File: config.mk
export PLATFORM = sky130hd
export DESIGN_NAME = load_unit_sized_flat
export DESIGN_NICKNAME = d
export VERILOG_FILES = /design/src/rtl/load_unit_sized_if.sv /design/src/rtl/load_unit_sized.sv /design/src/flat_wrapper.sv
export SDC_FILE = /design/constraint.sdc
export NUM_CORES = 1
export LEC_CHECK = 0
export ABC_AREA = 1
export CAP_MARGIN = 10
export CORE_MARGIN = 8
export CORE_UTILIZATION = 49
export CTS_BUF_LIST = sky130_fd_sc_hd__clkbuf_4 sky130_fd_sc_hd__clkbuf_8 sky130_fd_sc_hd__clkbuf_16
export DETAILED_ROUTE_END_ITERATION = 10
export PLACE_DENSITY = 0.82
export REMOVE_ABC_BUFFERS = 1
export SLEW_MARGIN = 20
export SYNTH_ARGS = -nofsm -noshare
export SYNTH_HDL_FRONTEND = slang
export SYNTH_SLANG_ARGS = --single-unit
File: constraint.sdc
create_clock -name clk -period 2.83 [get_ports clk]
set_input_delay 0.849 -clock clk [delete_from_list [all_inputs] [get_ports clk]]
set_output_delay 0.849 -clock clk [all_outputs]
set_load 0.05 [all_outputs]
File: src/rtl/load_unit_sized_if.sv
// Wishbone master/slave bundle used by the load unit (wb_bus_t).
// The master drives address/select/strobe/cycle/lock; the slave returns data, ack and grant.
interface wb_bus_t;
  logic [31:0] wb_adr;
  logic [3:0]  wb_sel;
  logic        wb_stb;
  logic        wb_cyc;
  logic        wb_lock;
  logic        wb_we;
  logic [31:0] wb_dat_ms;
  logic [3:0]  wb_tgd_ms;
  logic [3:0]  wb_tgc;
  logic [3:0]  wb_tga;
  logic [31:0] wb_dat_sm;
  logic        wb_ack;
  logic        wb_gnt;

  modport master (
    output wb_adr, wb_sel, wb_stb, wb_cyc, wb_lock, wb_we,
    output wb_dat_ms, wb_tgd_ms, wb_tgc, wb_tga,
    input  wb_dat_sm, wb_ack, wb_gnt
  );

  modport slave (
    input  wb_adr, wb_sel, wb_stb, wb_cyc, wb_lock, wb_we,
    input  wb_dat_ms, wb_tgd_ms, wb_tgc, wb_tga,
    output wb_dat_sm, wb_ack, wb_gnt
  );
endinterface

File: src/rtl/load_unit_sized.sv
// Wishbone load master: byte/half/word loads with sign/zero extension, optional two-beat
// split of word-crossing accesses, and a per-beat bus watchdog.
module load_unit_sized #(
  parameter bit          MISALIGNED_EN = 1'b1,
  parameter int unsigned TIMEOUT       = 0
) (
  input  logic         clk,
  input  logic         rst_i,
  input  logic         req_i,
  input  logic [31:0]  addr_i,
  input  logic [1:0]   size_i,
  input  logic         unsigned_i,
  output logic         ready_o,
  output logic         valid_o,
  output logic [31:0]  data_o,
  output logic         err_o,
  wb_bus_t.master      wb_bus
);

  typedef enum logic [1:0] {
    S_IDLE  = 2'd0,
    S_BEAT0 = 2'd1,
    S_BEAT1 = 2'd2,
    S_RESP  = 2'd3
  } state_t;

  localparam int unsigned WD_W = (TIMEOUT > 32'd0) ? $clog2(TIMEOUT + 32'd1) : 1;

  function automatic logic [3:0] size_mask(input logic [1:0] size);
    case (size)
      2'b00:   size_mask = 4'b0001;
      2'b01:   size_mask = 4'b0011;
      default: size_mask = 4'b1111;
    endcase
  endfunction

  // Bytes are taken from lane 'off' of the first word onward, spilling into the second word.
  function automatic logic [31:0] assemble(input logic [31:0] lo_word, input logic [31:0] hi_word,
                                           input logic [1:0] off, input logic [1:0] size,
                                           input logic uns);
    logic [63:0] cat;
    cat = {hi_word, lo_word} >> {off, 3'b000};
    case (size)
      2'b00:   assemble = uns ? {24'h000000, cat[7:0]}  : {{24{cat[7]}}, cat[7:0]};
      2'b01:   assemble = uns ? {16'h0000, cat[15:0]}   : {{16{cat[15]}}, cat[15:0]};
      default: assemble = cat[31:0];
    endcase
  endfunction

  state_t            state_q, state_d;
  logic [31:0]       addr_q, addr_d;
  logic [1:0]        size_q, size_d;
  logic              uns_q, uns_d;
  logic [31:0]       beat0_q, beat0_d;
  logic [WD_W-1:0]   wd_q, wd_d;
  logic [31:0]       data_q, data_d;
  logic              valid_q, valid_d;
  logic              err_q, err_d;

  logic [7:0]        sel_span_s;
  logic              split_s;
  logic              in_beat_s;
  logic              stb_s;
  logic              done_s;
  logic [WD_W-1:0]   wd_inc_s;
  logic              expire_s;
  logic              misalign_in_s;
  logic              reject_s;
  logic [31:0]       word_adr_s;

  // Lanes touched across both words; anything in the upper nibble needs a second beat.
  assign sel_span_s    = {4'b0000, size_mask(size_q)} << addr_q[1:0];
  assign split_s       = |sel_span_s[7:4];
  assign in_beat_s     = (state_q == S_BEAT0) || (state_q == S_BEAT1);
  assign stb_s         = in_beat_s && wb_bus.wb_gnt;
  assign done_s        = stb_s && wb_bus.wb_ack;
  assign wd_inc_s      = wd_q + {{(WD_W-1){1'b0}}, 1'b1};
  assign expire_s      = (TIMEOUT != 32'd0) && (32'(wd_inc_s) == TIMEOUT);
  assign misalign_in_s = ((size_i == 2'b01) && addr_i[0]) ||
                         ((size_i == 2'b10) && (addr_i[1:0] != 2'b00));
  assign reject_s      = (size_i == 2'b11) || (!MISALIGNED_EN && misalign_in_s);
  assign word_adr_s    = {addr_q[31:2], 2'b00};

  assign wb_bus.wb_cyc    = in_beat_s;
  assign wb_bus.wb_stb    = stb_s;
  assign wb_bus.wb_lock   = in_beat_s && split_s;
  assign wb_bus.wb_adr    = (state_q == S_BEAT1) ? (word_adr_s + 32'd4) : word_adr_s;
  assign wb_bus.wb_sel    = !stb_s ? 4'b0000 :
                            (state_q == S_BEAT1) ? sel_span_s[7:4] : sel_span_s[3:0];
  assign wb_bus.wb_we     = 1'b0;
  assign wb_bus.wb_dat_ms = 32'h0000_0000;
  assign wb_bus.wb_tgd_ms = 4'h0;
  assign wb_bus.wb_tgc    = 4'h0;
  assign wb_bus.wb_tga    = 4'h0;

  assign ready_o = (state_q == S_IDLE);
  assign valid_o = valid_q;
  assign data_o  = data_q;
  assign err_o   = err_q;

  // Next-state and response logic of the load sequencer.
  always_comb begin
    state_d = state_q;
    addr_d  = addr_q;
    size_d  = size_q;
    uns_d   = uns_q;
    beat0_d = beat0_q;
    wd_d    = wd_q;
    data_d  = data_q;
    err_d   = err_q;
    valid_d = 1'b0;
    case (state_q)
      S_IDLE: begin
        if (req_i) begin
          addr_d = addr_i;
          size_d = size_i;
          uns_d  = unsigned_i;
          wd_d   = {WD_W{1'b0}};
          if (reject_s) begin
            state_d = S_RESP;
            valid_d = 1'b1;
            err_d   = 1'b1;
            data_d  = 32'h0000_0000;
          end else begin
            state_d = S_BEAT0;
          end
        end else begin
          state_d = S_IDLE;
        end
      end
      S_BEAT0: begin
        if (done_s) begin
          beat0_d = wb_bus.wb_dat_sm;
          wd_d    = {WD_W{1'b0}};
          if (split_s) begin
            state_d = S_BEAT1;
          end else begin
            state_d = S_RESP;
            valid_d = 1'b1;
            err_d   = 1'b0;
            data_d  = assemble(wb_bus.wb_dat_sm, 32'h0000_0000, addr_q[1:0], size_q, uns_q);
          end
        end else if (expire_s) begin
          state_d = S_RESP;
          valid_d = 1'b1;
          err_d   = 1'b1;
          data_d  = 32'h0000_0000;
        end else begin
          wd_d = wd_inc_s;
        end
      end
      S_BEAT1: begin
        if (done_s) begin
          state_d = S_RESP;
          valid_d = 1'b1;
          err_d   = 1'b0;
          data_d  = assemble(beat0_q, wb_bus.wb_dat_sm, addr_q[1:0], size_q, uns_q);
        end else if (expire_s) begin
          state_d = S_RESP;
          valid_d = 1'b1;
          err_d   = 1'b1;
          data_d  = 32'h0000_0000;
        end else begin
          wd_d = wd_inc_s;
        end
      end
      S_RESP: begin
        state_d = S_IDLE;
      end
      default: begin
        state_d = S_IDLE;
      end
    endcase
  end

  // State and datapath registers with synchronous reset.
  always_ff @(posedge clk) begin
    if (rst_i) begin
      state_q <= S_IDLE;
      addr_q  <= 32'h0000_0000;
      size_q  <= 2'b00;
      uns_q   <= 1'b0;
      beat0_q <= 32'h0000_0000;
      wd_q    <= {WD_W{1'b0}};
      data_q  <= 32'h0000_0000;
      valid_q <= 1'b0;
      err_q   <= 1'b0;
    end else begin
      state_q <= state_d;
      addr_q  <= addr_d;
      size_q  <= size_d;
      uns_q   <= uns_d;
      beat0_q <= beat0_d;
      wd_q    <= wd_d;
      data_q  <= data_d;
      valid_q <= valid_d;
      err_q   <= err_d;
    end
  end

endmodule

File: src/flat_wrapper.sv
// flat-port wrapper written by rule: the top's interface ports become plain ports
module load_unit_sized_flat 
#(
  parameter bit          MISALIGNED_EN = 1'b1,
  parameter int unsigned TIMEOUT       = 0
)
  (clk, rst_i, req_i, addr_i, size_i, unsigned_i, ready_o, valid_o, data_o, err_o, wb_bus_wb_adr, wb_bus_wb_sel, wb_bus_wb_stb, wb_bus_wb_cyc, wb_bus_wb_lock, wb_bus_wb_we, wb_bus_wb_dat_ms, wb_bus_wb_tgd_ms, wb_bus_wb_tgc, wb_bus_wb_tga, wb_bus_wb_dat_sm, wb_bus_wb_ack, wb_bus_wb_gnt);
  wb_bus_t wb_bus_i ();
  input  logic clk;
  input  logic rst_i;
  input  logic req_i;
  input  logic [31:0] addr_i;
  input  logic [1:0] size_i;
  input  logic unsigned_i;
  output logic ready_o;
  output logic valid_o;
  output logic [31:0] data_o;
  output logic err_o;
  output wire logic [$bits(wb_bus_i.wb_adr)-1:0] wb_bus_wb_adr;
  output wire logic [$bits(wb_bus_i.wb_sel)-1:0] wb_bus_wb_sel;
  output wire logic [$bits(wb_bus_i.wb_stb)-1:0] wb_bus_wb_stb;
  output wire logic [$bits(wb_bus_i.wb_cyc)-1:0] wb_bus_wb_cyc;
  output wire logic [$bits(wb_bus_i.wb_lock)-1:0] wb_bus_wb_lock;
  output wire logic [$bits(wb_bus_i.wb_we)-1:0] wb_bus_wb_we;
  output wire logic [$bits(wb_bus_i.wb_dat_ms)-1:0] wb_bus_wb_dat_ms;
  output wire logic [$bits(wb_bus_i.wb_tgd_ms)-1:0] wb_bus_wb_tgd_ms;
  output wire logic [$bits(wb_bus_i.wb_tgc)-1:0] wb_bus_wb_tgc;
  output wire logic [$bits(wb_bus_i.wb_tga)-1:0] wb_bus_wb_tga;
  input wire logic [$bits(wb_bus_i.wb_dat_sm)-1:0] wb_bus_wb_dat_sm;
  input wire logic [$bits(wb_bus_i.wb_ack)-1:0] wb_bus_wb_ack;
  input wire logic [$bits(wb_bus_i.wb_gnt)-1:0] wb_bus_wb_gnt;
  assign wb_bus_wb_adr = wb_bus_i.wb_adr;
  assign wb_bus_wb_sel = wb_bus_i.wb_sel;
  assign wb_bus_wb_stb = wb_bus_i.wb_stb;
  assign wb_bus_wb_cyc = wb_bus_i.wb_cyc;
  assign wb_bus_wb_lock = wb_bus_i.wb_lock;
  assign wb_bus_wb_we = wb_bus_i.wb_we;
  assign wb_bus_wb_dat_ms = wb_bus_i.wb_dat_ms;
  assign wb_bus_wb_tgd_ms = wb_bus_i.wb_tgd_ms;
  assign wb_bus_wb_tgc = wb_bus_i.wb_tgc;
  assign wb_bus_wb_tga = wb_bus_i.wb_tga;
  assign wb_bus_i.wb_dat_sm = wb_bus_wb_dat_sm;
  assign wb_bus_i.wb_ack = wb_bus_wb_ack;
  assign wb_bus_i.wb_gnt = wb_bus_wb_gnt;
  load_unit_sized #(.MISALIGNED_EN(MISALIGNED_EN), .TIMEOUT(TIMEOUT)) u_core (.clk(clk), .rst_i(rst_i), .req_i(req_i), .addr_i(addr_i), .size_i(size_i), .unsigned_i(unsigned_i), .ready_o(ready_o), .valid_o(valid_o), .data_o(data_o), .err_o(err_o), .wb_bus(wb_bus_i));
endmodule
* Word level (Yosys, flattened, before mapping) *
Index checks and enable logic that the tools add are counted.
W data, S select, Z words.

word-level totals
  bits in registers = 103
  word-level logic and storage cells = 68
  bits of input ports = 72

cells by class
  shift-type cells = 3
  equality and inequality tests = 10
  muxes and demuxes = 34
  $add $sub $neg = 1
  reductions and logical operators = 12

operators with widths
  kind                     number
  $mux W32                 10
  $pmux W32 S2             2
  $pmux W32 S3             1
  $shr A64 B5 Y32          1
  $add A32 B3 Y32 const B  1
  $shr A32 B5 Y32          1
  $mux W1                  11
  $mux W2                  4
  $mux W4                  2
  $pmux W2 S4              1
  $pmux W4 S2              1
  $shl A4 B2 Y8            1
  $eq A2 B2 Y1 const B     3
  $ne A2 B1 Y1 const B     3
  $pmux W1 S3              2
  $reduce_and A2 Y1        3
  $reduce_and A6 Y1        1
  $eq A2 B1 Y1 const B     2
  $logic_not A2 Y1         2
  $ne A2 B2 Y1 const B     2
  $reduce_or A4 Y1         1
  $logic_and A1 B1 Y1      3
  $reduce_bool A3 Y1       1
  $logic_or A1 B1 Y1       1

* Depth between registers and ports, before layout *
Gate-level depths: netlist of the first run.

  depth in word-level cells = 7
  gate-level depth with buffers = 13
  gate-level depth less buffers = 13

* Worst setup path after synthesis of the first run *
Ideal clock, no wire load.

  path kind = flip-flop to output port
  start = register u_core.state_q[0]
  end = output wb_bus_wb_sel[2]
  arrival time = 3.672 ns
  cell stages (with the launch flop) = 5
  setup slack = -1.691 ns
  path buffers = 0
  cell sequence = dfxtp_1 -> inv_1 -> ha_1 -> nand2_2 -> a2111oi_0

on the way
  longest elaborated chain between the ends = 4

RTL lines
  element                                              line                    source
  from (decl)                                          load_unit_sized.sv:50   state_t state_q, state_d;
  from (signal assigned)                               load_unit_sized.sv:189  state_q <= state_d;
  $eq A2 B1 Y1 / $eq A2 B2 Y1 (equally long branches)  load_unit_sized.sv:74   assign in_beat_s = (state_q == S_BEAT0) || (state_q == S_BEAT1);
  $logic_or A1 B1 Y1 (*)                               load_unit_sized.sv:74
  named net wb_bus_wb_cyc                              flat_wrapper.sv:22      output wire logic [$bits(wb_bus_i.wb_cyc)-1:0] wb_bus_wb_cyc;
  $logic_and A1 B1 Y1 (*)                              load_unit_sized.sv:75   assign stb_s = in_beat_s && wb_bus.wb_gnt;
  $mux W4 (*)                                          load_unit_sized.sv:88   assign wb_bus.wb_sel = !stb_s ? 4'b0000 :
  to (decl)                                            flat_wrapper.sv:20      output wire logic [$bits(wb_bus_i.wb_sel)-1:0] wb_bus_wb_sel;

Mark *: on every way through the listed nets, which the timed path passes. The rest lies on a longest branch.

* Worst setup path after layout of the first run *
  start = register u_core.state_q[0]
  end = output wb_bus_wb_adr[27]

on the way
  longest elaborated chain between the ends = 2

RTL lines
  element       line                   source
  $eq A2 B2 Y1  load_unit_sized.sv:87  assign wb_bus.wb_adr = (state_q == S_BEAT1) ? (word_adr_s + 32'd4) : word_adr_s;
  $mux W32      load_unit_sized.sv:87
  to (decl)     flat_wrapper.sv:19     output wire logic [$bits(wb_bus_i.wb_adr)-1:0] wb_bus_wb_adr;

Every way passes these cells.

==> summary.txt, run 1 <==
Status = finished with violations
Failing checks = setup timing
Worst path max stage delay = 0.33 ns
Cell area after layout = 9570 um2
Leakage Power = 0.00421 uW
Area added between synthesis and finish = 37.9%
Max_slew headroom = 55.2%
Highest-delay cell along the critical path = dfxtp_2
Clock slew at reported path FFs = 0.07 ns
Gpl congestion = 0.945
DRT antenna net count = 0
Worst-Margin Slew = 0.672 ns
Largest net degree at the start of global routing = 70
CP delay by family, top = simple AND/OR/NAND/NOR gates
Cts hold-fix bufs = 0
Crit share post-route = 106%
Final hold violation count = 0
Psw = 3600 uW
Sequential-to-total area share from yosys stat = 29.7%
Critical path endpoint category = primary output
CP Launch Type = register
Hold Crit Class = register to register
Clock Latency Late Sink = 0.36 ns
Pwr Total = 7590 uW
Post-place instance area = 8640 um2
Fin Hold WS = 0.466 ns
Final #Nets = 1323
Syn Std Cell Area = 6940 um2
Vias in the first global route = 7136
CP Max Fanout = 4
I/O Pins = 191
Yosys cell types = 38
First-pass GRT wire length = 35900 um
Seq pwr share = 25.1%
TritonCTS clock tree = done
N_diodes = 0
CP bufs+invs = 2
Ys async rst share = 0%
Post-synth EDFFs = 0
Finished Layout Cells = 1431
Met1 global-route usage = 30.0%
Tot GR Track Use = 24.0%
Met2 Use GR = 39.2%
Worst EP required = 1.98 ns
H-tree Lvls = 3
CORE AREA = 13900 um2
Combinational share of power = 57.6%
Synth top cells by count = 349 x nand2_1, 105 x o21ai_0, 103 x dfxtp_1
Period minus WS final = 3.01 ns
Root Driver = clkbuf_16
Clk pwr share = 17.3%
Slew Limit Fails = 0
Via count = 7715
Iteration-0 DRC Markers = 739
Initial Util = 50.0%
Switching share of power = 47.5%
Initial antenna violation count = 0
Layout cell share with drive strength beyond 1 = 16.5%
CTS max path bufs = 2
First-pass iteration count of the detailed router = 6
Clk sinks = 103
Critical path's most frequent cell = nor2_4
Synth top area share = 29.7%
GR peak layer = met2
Die height = 135 um
Row count = 43
Final worst slack = -0.176 ns
RSZ-0062 raised after global routing = true
CTS Buf Count = 9
DRC Markers = 0
Pwr dens = 793 nW/um2
Met3 Track Usage GR = 4.38%
Clock Skews = 0.0106 ns
CP cell instances = inv_2 > ha_4 > nand2_2 > nor2_4 > nand2_4 > nor2_4 > nand2_2 > nor2_4 > nand2_4 > nor2_4 > xor2_2 > buf_12
Cells after Synth = 1106
Most frequent cell after synthesis = nand2_1
Ys Warns = 0
Input/output buffers = 143
Cells after DPL = 1391
Maximum clock frequency = 333 MHz
Kind of critical path = register to primary output
Total gr overflow = 0
Drt wl/cell = 16.2 um
Vias per cell = 5.39
Setup violators final = 11
CP arrival = 2.16 ns
Top post-synthesis cells by area = dfxtp_1 30%, nand2_1 19%, o21ai_0 7.6%
Int Pwr = 3980 uW
Biggest area consumer among synthesized cells = dfxtp_1
Max Cap Viol = 0
Post-DP HPWL = 15600 um
Syn avg cell area = 6.27 um2
Primary FF master, synth = dfxtp_1
Die W = 135 um
Worst vdd ir = 352 uV
Post-Route WL = 23200 um
DIE AREA = 18200 um2
FF+latch count, synth = 103
-- power by group through the flow --
stage	combinational (uW)	clock [uW]	sequential (uW)
after floorplan	2250	0	2050
after global placement	3980	0	1880
after detailed placement	4010	0	1890
after CTS	4120	1330	1870
final	4370	1310	1910
after global routing	4660	1400	1930
-- metrics by stage --
stage	worst slack [ns]	utilization [%]	TNS, ns
final	-0.176	68.9	-1.08
after CTS	-0.145	66.3	-1.13
after global placement	-0.241	62.2	-0.389
after global routing	-0.273	68.9	-2.40
after floorplan	-2.57	-	-22.58
after detailed placement	-0.229	62.2	-0.367
-- final timing paths --
| path | to | cells after the start | slack (ns) | start |
|---|---|---|---|---|
| worst max-delay path | wb_bus_wb_adr[27] | 12 | -0.18 | u_core.state_q[0] |
| worst min-delay path | u_core.data_o[12] | 2 | 0.47 | u_core.data_o[12] |
| worst max register to register | u_core.data_o[26] | 9 | 0.39 | u_core.addr_q[1] |
| worst min register to register | u_core.data_o[12] | 2 | 0.47 | u_core.data_o[12] |
-- area by class of cell --
class	count	area [um2]
Tap cell	180	225
Timing Repair Buffer	197	2250
Clock inverter	4	53.8
Inverter	58	229
Fill cell	1160	4320
Multi-Input combinational cell	877	4460
Clock buffer	12	260
Sequential cell	103	2080
-- cells by family after synthesis --
| kind of cell | synth area share [%] |
|---|---|
| and+or+nand+nor | 35.5 |
| buffers and inverters | 13.7 |
| other | 0.0541 |
| adders and majority gates | 0.902 |
| xor gates and xnor gates | 3.16 |
| AOI/OAI and AO/OA | 17.0 |
| DFF | 29.7 |
-- state kept, by name, summed over array words and instances, names as in the netlist --
name            cells
u_core.beat0_q     32
u_core.size_q       2
u_core.err_o        1
u_core.valid_o      1
u_core.uns_q        1
u_core.addr_q      32
u_core.data_o      32
u_core.state_q      2
-- worst reg2reg max path, stage by stage (launching register included) --
cell and delay [ns]:
dfxtp_1 0.39, inv_2 0.26, buf_4 0.51, nand3_1 0.29, nand3_4 0.12, nand3_2 0.36, nand2_1 0.16, nand2_1 0.06
nand2_1 0.11, a21oi_1 0.07
-- what timing repair did --
action / CTS / global route
buffers inserted: 5 / 18
resized for setup: 42 / 47
setup endpoints to repair: 26 / 19
pin swaps: 9 / 19
cloned: 0 / 1
-- metal layers --
layer  share of wire, %  vias to the layer above
li1                   -                     3754
met1                 41                     3492
met2                 47                      413
met3                9.5                       56
met4                3.1                        0
met5                  0                        -
-- cell usage in the layout, fill, tap and decap left out, types with 11 or more instances in the layout --
cell type        netlist  final
inv_1                 50     46
buf_4                 59     49
dfxtp_2                0     11
a21oi_1               99     97
buf_12                 0     38
nor2_4                 9     13
conb_1                 1     47
nand2_1              349    343
nand3_1               73     71
clkdlybuf4s50_1        0    104
dfxtp_1              103     90
xor2_2                 0     11
nor2_1               100     99
o21ai_0              105    104
Power figures use the tool's default switching activity.
==> run 2: changes to the inputs <==
CORE_UTILIZATION = 48   (was 49)
PLACE_DENSITY = 0.81   (was 0.82)
==> summary.txt, run 2 (synthesized netlist as in run 1, its figures left out) <==
Initial antenna violation count = 0 (unchanged)
Clock Skews = 0.0106 ns (-0.0000758 ns)
Leakage Power = 0.00429 uW (+1.7%)
Clock slew at reported path FFs = 0.06 ns (about the same)
Hold Crit Class = register to register
Worst EP required = 1.98 ns (about the same)
Final worst slack = -0.214 ns (-0.0372 ns)
H-tree Lvls = 3 (unchanged)
Period minus WS final = 3.04 ns (+0.0372 ns)
Clock Latency Late Sink = 0.36 ns (about the same)
# fillers = 1199 (+3.4%)
Initial Util = 48.5% (-1.5 points)
Critical path endpoint category = primary output
Worst-Margin Slew = 0.610 ns (-0.0626 ns)
Setup TNS = -1.36 ns (-0.281 ns)
Drt wl/cell = 16.6 um (+2.5%)
CTS max path bufs = 2 (unchanged)
DRT antenna net count = 0 (unchanged)
Final #Nets = 1330 (+0.53%)
RSZ-0062 raised after global routing = true
Most frequent cells in the layout = 343 x nand2_1, 105 x clkdlybuf4s50_1, 104 x o21ai_0
Pwr dens = 793 nW/um2 (about the same)
CTS Buf Count = 9 (unchanged)
Register area = 2080 um2 (-0.18%)
I/O Pins = 191 (unchanged)
Fin util = 67.4% (-1.5 points)
Input/output buffers = 143 (unchanged)
Post-Route WL = 23900 um (+3.3%)
Fin Hold WS = 0.464 ns (-0.00233 ns)
Tot GR Track Use = 24.1% (+0.052 points)
Row count = 44 (+2.3%)
DRC Markers = 0 (unchanged)
Maximum clock frequency = 329 MHz (-1.2%)
Die height = 136 um (+0.91%)
Setup violators final = 15 (+4)
CP Max Fanout = 4 (unchanged)
Status = finished with violations
Failing checks = setup timing
Most common cell after layout, fill and taps aside = nand2_1
CORE AREA = 14300 um2 (+3.1%)
First-pass GRT wire length = 35800 um (-0.21%)
Clk sinks = 103 (unchanged)
CP Launch Type = register
DIE AREA = 18600 um2 (+1.8%)
Max_slew headroom = 59.3% (+4.2 points)
Cell area after layout = 9650 um2 (+0.86%)
First-pass iteration count of the detailed router = 5 (-1)
N_diodes = 0 (unchanged)
Worst vdd ir = 385 uV (+9.4%)
TritonCTS clock tree = done
Kind of critical path = register to primary output
Vias in the first global route = 7236 (+1.4%)
Slew Limit Fails = 0 (unchanged)
Root Driver = clkbuf_16
Gpl congestion = 0.906 (-4.2%)
Crit share post-route = 108% (+1.3 points)
Total gr overflow = 0 (unchanged)
Post-DP HPWL = 15800 um (+1.1%)
Final hold violation count = 0 (unchanged)
Die W = 136 um (+0.91%)
Cts hold-fix bufs = 0 (unchanged)
Iteration-0 DRC Markers = 766 (+3.7%)
Largest net degree at the start of global routing = 61 (-13%)
Post-place instance area = 8650 um2 (+0.14%)
Cells after DPL = 1396 (+0.36%)
Vias per cell = 5.36 (-0.66%)
CP arrival = 2.19 ns (+0.03 ns)
Area added between synthesis and finish = 39.1%
Layout cell share with drive strength beyond 1 = 16.3% (-0.17 points)
Multi-input gate area = 4470 um2 (+0.20%)
Finished Layout Cells = 1442 (+0.77%)
Max Cap Viol = 0 (unchanged)
Via count = 7723 (+0.10%)
-- run 2: what timing repair did --
item | 4_1_cts | 5_1_grt
buffers inserted | 12 | 17
endpoints found under the setup margin | 25 | 20
pin swaps | 19 | 18
endpoints found under the hold margin | 0 | 0
gates resized for setup | 49 | 34
cloned | 0 | 1
-- run 2: cell type report --
| class | instances | share of cell area (%) |
|---|---|---|
| multi-input cells | 877 | 46.4 |
| repair buffers | 204 | 23.9 |
| flip-flops and latches | 103 | 21.6 |
| clock buffers | 13 | 2.78 |
| well taps | 184 | 2.39 |
| inverters | 58 | 2.37 |
| clock inverters | 3 | 0.674 |
-- run 2: through the flow --
| stage | worst slack, ns | power, uW |
|---|---|---|
| finish | -0.214 | 7650 |
| global route | -0.282 | 8050 |
| CTS | -0.142 | 7420 |
| detailed placement | -0.134 | 5910 |
| global placement | -0.152 | 5870 |
| floorplan | -2.57 | 4290 |
-- run 2: worst max-delay path, stage by stage (launching register included) --
cell     delay [ns]
dfxtp_2        0.32
inv_2          0.07
ha_4           0.17
nand2_4        0.06
nor2_4         0.11
nand2_4        0.09
nor2_4         0.12
nand2_4        0.09
nor2_4         0.15
nand4_1        0.20
xor2_2         0.28
buf_12         0.17
-- run 2: power breakdown --
part | internal [uW] | switching, uW | leakage [uW]
clock | 842 | 547 | 0.000167
sequential | 1680 | 236 | 0.000843
combinational | 1550 | 2800 | 0.00328
-- run 2: worst paths after layout --
path / end / cells past startpoint / from / slack, ns
setup / recovery: wb_bus_wb_adr[25] / 11 / u_core.state_q[0] / -0.21
setup reg to reg: u_core.data_o[19] / 9 / u_core.addr_q[1] / 0.46
hold reg to reg: u_core.data_o[8] / 2 / u_core.data_o[8] / 0.46
hold / removal: u_core.data_o[8] / 2 / u_core.data_o[8] / 0.46
-- run 2: metal layers --
metal	vias up	global-route usage (%)	share of wire, %
met4	0	11.7	3.2
met2	417	41.1	49
met3	62	4.77	10
met1	3485	28.3	37
met5	-	0	0
li1	3759	-	-
==> run 3: changes to the inputs <==
PLACE_DENSITY = not set   (was 0.81)
PLACE_DENSITY_LB_ADDON = 0.08   (was not set)
==> summary.txt, run 3 (synthesized netlist as in run 1, its figures left out) <==
R2R Setup Slk = 0.45 ns (about the same)
Failing checks = setup timing
DRC Markers = 0 (unchanged)
Largest net degree at the start of global routing = 61 (unchanged)
Leakage Power = 0.00428 uW (-0.14%)
Post-place instance area = 8640 um2 (-0.17%)
First-pass GRT wire length = 34700 um (-3.1%)
Clock slew at reported path FFs = 0.07 ns (about the same)
DRT antenna net count = 0 (unchanged)
DIE AREA = 18600 um2 (unchanged)
Clock Latency Late Sink = 0.35 ns (about the same)
RSZ-0062 raised after global routing = true
Most common cell after layout, fill and taps aside = nand2_1
Via count = 7557 (-2.1%)
Initial Util = 48.5% (unchanged)
Kind of critical path = register to primary output
Input/output buffers = 143 (unchanged)
# fillers = 1265 (+5.5%)
Row count = 44 (unchanged)
Max Cap Viol = 0 (unchanged)
Setup violators final = 15 (unchanged)
Layout cell share with drive strength beyond 1 = 17.0% (+0.72 points)
Worst EP required = 1.98 ns (about the same)
Slew Limit Fails = 0 (unchanged)
Clk sinks = 103 (unchanged)
Die W = 136 um (unchanged)
Cell area after layout = 9640 um2 (about the same)
Total gr overflow = 0 (unchanged)
Most frequent cells in the layout = 343 x nand2_1, 105 x clkdlybuf4s50_1, 104 x o21ai_0
Final hold violation count = 0 (unchanged)
Fin Hold WS = 0.463 ns (-0.00103 ns)
Final worst slack = -0.145 ns (+0.0684 ns)
CTS Buf Count = 9 (unchanged)
Area added between synthesis and finish = 39.0% (about the same)
Critical path endpoint category = primary output
Maximum clock frequency = 336 MHz (+2.3%)
TritonCTS clock tree = done
Crit share post-route = 105% (-2.4 points)
Worst Reg2Reg Path Length in Cells = 9 (unchanged)
Period minus WS final = 2.98 ns (-0.0684 ns)
First-pass iteration count of the detailed router = 8 (+3)
CTS max path bufs = 2 (unchanged)
Root Driver = clkbuf_16
Critical Path End = wb_bus_wb_adr[22]
Cells after DPL = 1394 (-0.14%)
CP Max Fanout = 3 (-1)
H-tree Lvls = 3 (unchanged)
Final #Nets = 1324 (-0.45%)
Pwr dens = 786 nW/um2 (-0.85%)
CP cell instances = inv_4 > ha_4 > buf_6 > nand2_4 > nor2_4 > nand2_2 > inv_4 > nand2_4 > nor2_4 > nand2_4 > nor2_4 > xor2_2 > buf_12
Vias in the first global route = 6909 (-4.5%)
CP Launch Type = register
Iteration-0 DRC Markers = 764 (-0.26%)
CP arrival = 2.13 ns (-0.06 ns)
Status = finished with violations
Cts hold-fix bufs = 0 (unchanged)
Worst path max stage delay = 0.34 ns (+0.02 ns)
Initial antenna violation count = 0 (unchanged)
I/O Pins = 191 (unchanged)
Tot GR Track Use = 23.1% (-0.95 points)
Finished Layout Cells = 1436 (-0.42%)
Clock Skews = 0.00611 ns (-0.00444 ns)
Worst slack, placed = -0.118 ns (+0.0160 ns)
Hold Crit Class = register to register
Worst vdd ir = 389 uV (+1.1%)
N_diodes = 0 (unchanged)
Highest-delay cell along the critical path = dfxtp_2
Reg2Reg Capture Point = u_core.data_o[26]
CORE AREA = 14300 um2 (unchanged)
Vias per cell = 5.26 (-1.7%)
Drt wl/cell = 16.1 um (-3.2%)
Gpl congestion = 0.901 (-0.55%)
Worst-Margin Slew = 0.622 ns (+0.0117 ns)
Max_slew headroom = 58.6% (-0.78 points)
Reg2reg start = u_core.addr_q[1]
Die height = 136 um (unchanged)
Post-DP HPWL = 15200 um (-3.9%)
CP startpoint = u_core.state_q[0]
Post-Route WL = 23100 um (-3.6%)
run 3: area by class of cell:
class	instances	area [um2]	area share [%]
repair buffers	198	2290	23.8
well taps	184	230	2.39
clock inverters	3	40.0	0.415
inverters	58	234	2.43
flip-flops and latches	103	2100	21.8
clock buffers	13	274	2.84
multi-input cells	877	4470	46.4
run 3: stage by stage:
stage	utilization (%)	TNS (ns)	total power (uW)
after floorplan	-	-22.58	4290
after global placement	60.3	-0.250	5880
after detailed placement	60.3	-0.235	5890
after CTS	64.6	-1.25	7330
after global routing	67.4	-3.12	7980
final	67.4	-1.33	7580
run 3: power by group:
part / total, uW / switching, uW / internal (uW) / leakage, uW
sequential: 1930 / 237 / 1690 / 0.000846
combinational: 4330 / 2760 / 1570 / 0.00328
clock: 1320 / 557 / 766 / 0.000159
total: 7580 / 3550 / 4030 / 0.00428
run 3: what timing repair did:
action	in CTS	in global routing
endpoints found under the setup margin	23	23
buffers inserted	9	16
cloned	0	1
gates resized for setup	50	60
pin swaps	13	21
run 3: worst min path at each step:
stage / start / endpoint / slack (ns) / cells after the start
final: u_core.data_o[2] / u_core.data_o[2] / 0.46 / 2
after global routing: u_core.data_o[2] / u_core.data_o[2] / 0.48 / 2
after CTS: u_core.data_o[18] / u_core.data_o[18] / 0.47 / 2
after detailed placement: u_core.data_o[18] / u_core.data_o[18] / 0.45 / 2
after global placement: u_core.data_o[2] / u_core.data_o[2] / 0.45 / 2
after floorplan: u_core.addr_q[28] / u_core.addr_q[28] / 0.46 / 2
run 3: metal layers:
| metal | track usage, % | up-vias | wire length [um] |
|---|---|---|---|
| li1 | - | 3739 | - |
| met3 | 3.29 | 34 | 1640 |
| met2 | 39.7 | 323 | 11400 |
| met1 | 28.6 | 3461 | 9530 |
| met5 | 0 | - | 0 |
| met4 | 8.91 | 0 | 475 |
run 3: critical path, delay by kind of cell (launching register included):
kind / cells / cell delay [ns]
fa+ha+maj: 1 / 0.17
simple gates: 7 / 0.64
xor+xnor: 1 / 0.20
buf+inv: 4 / 0.42
flops: 1 / 0.34
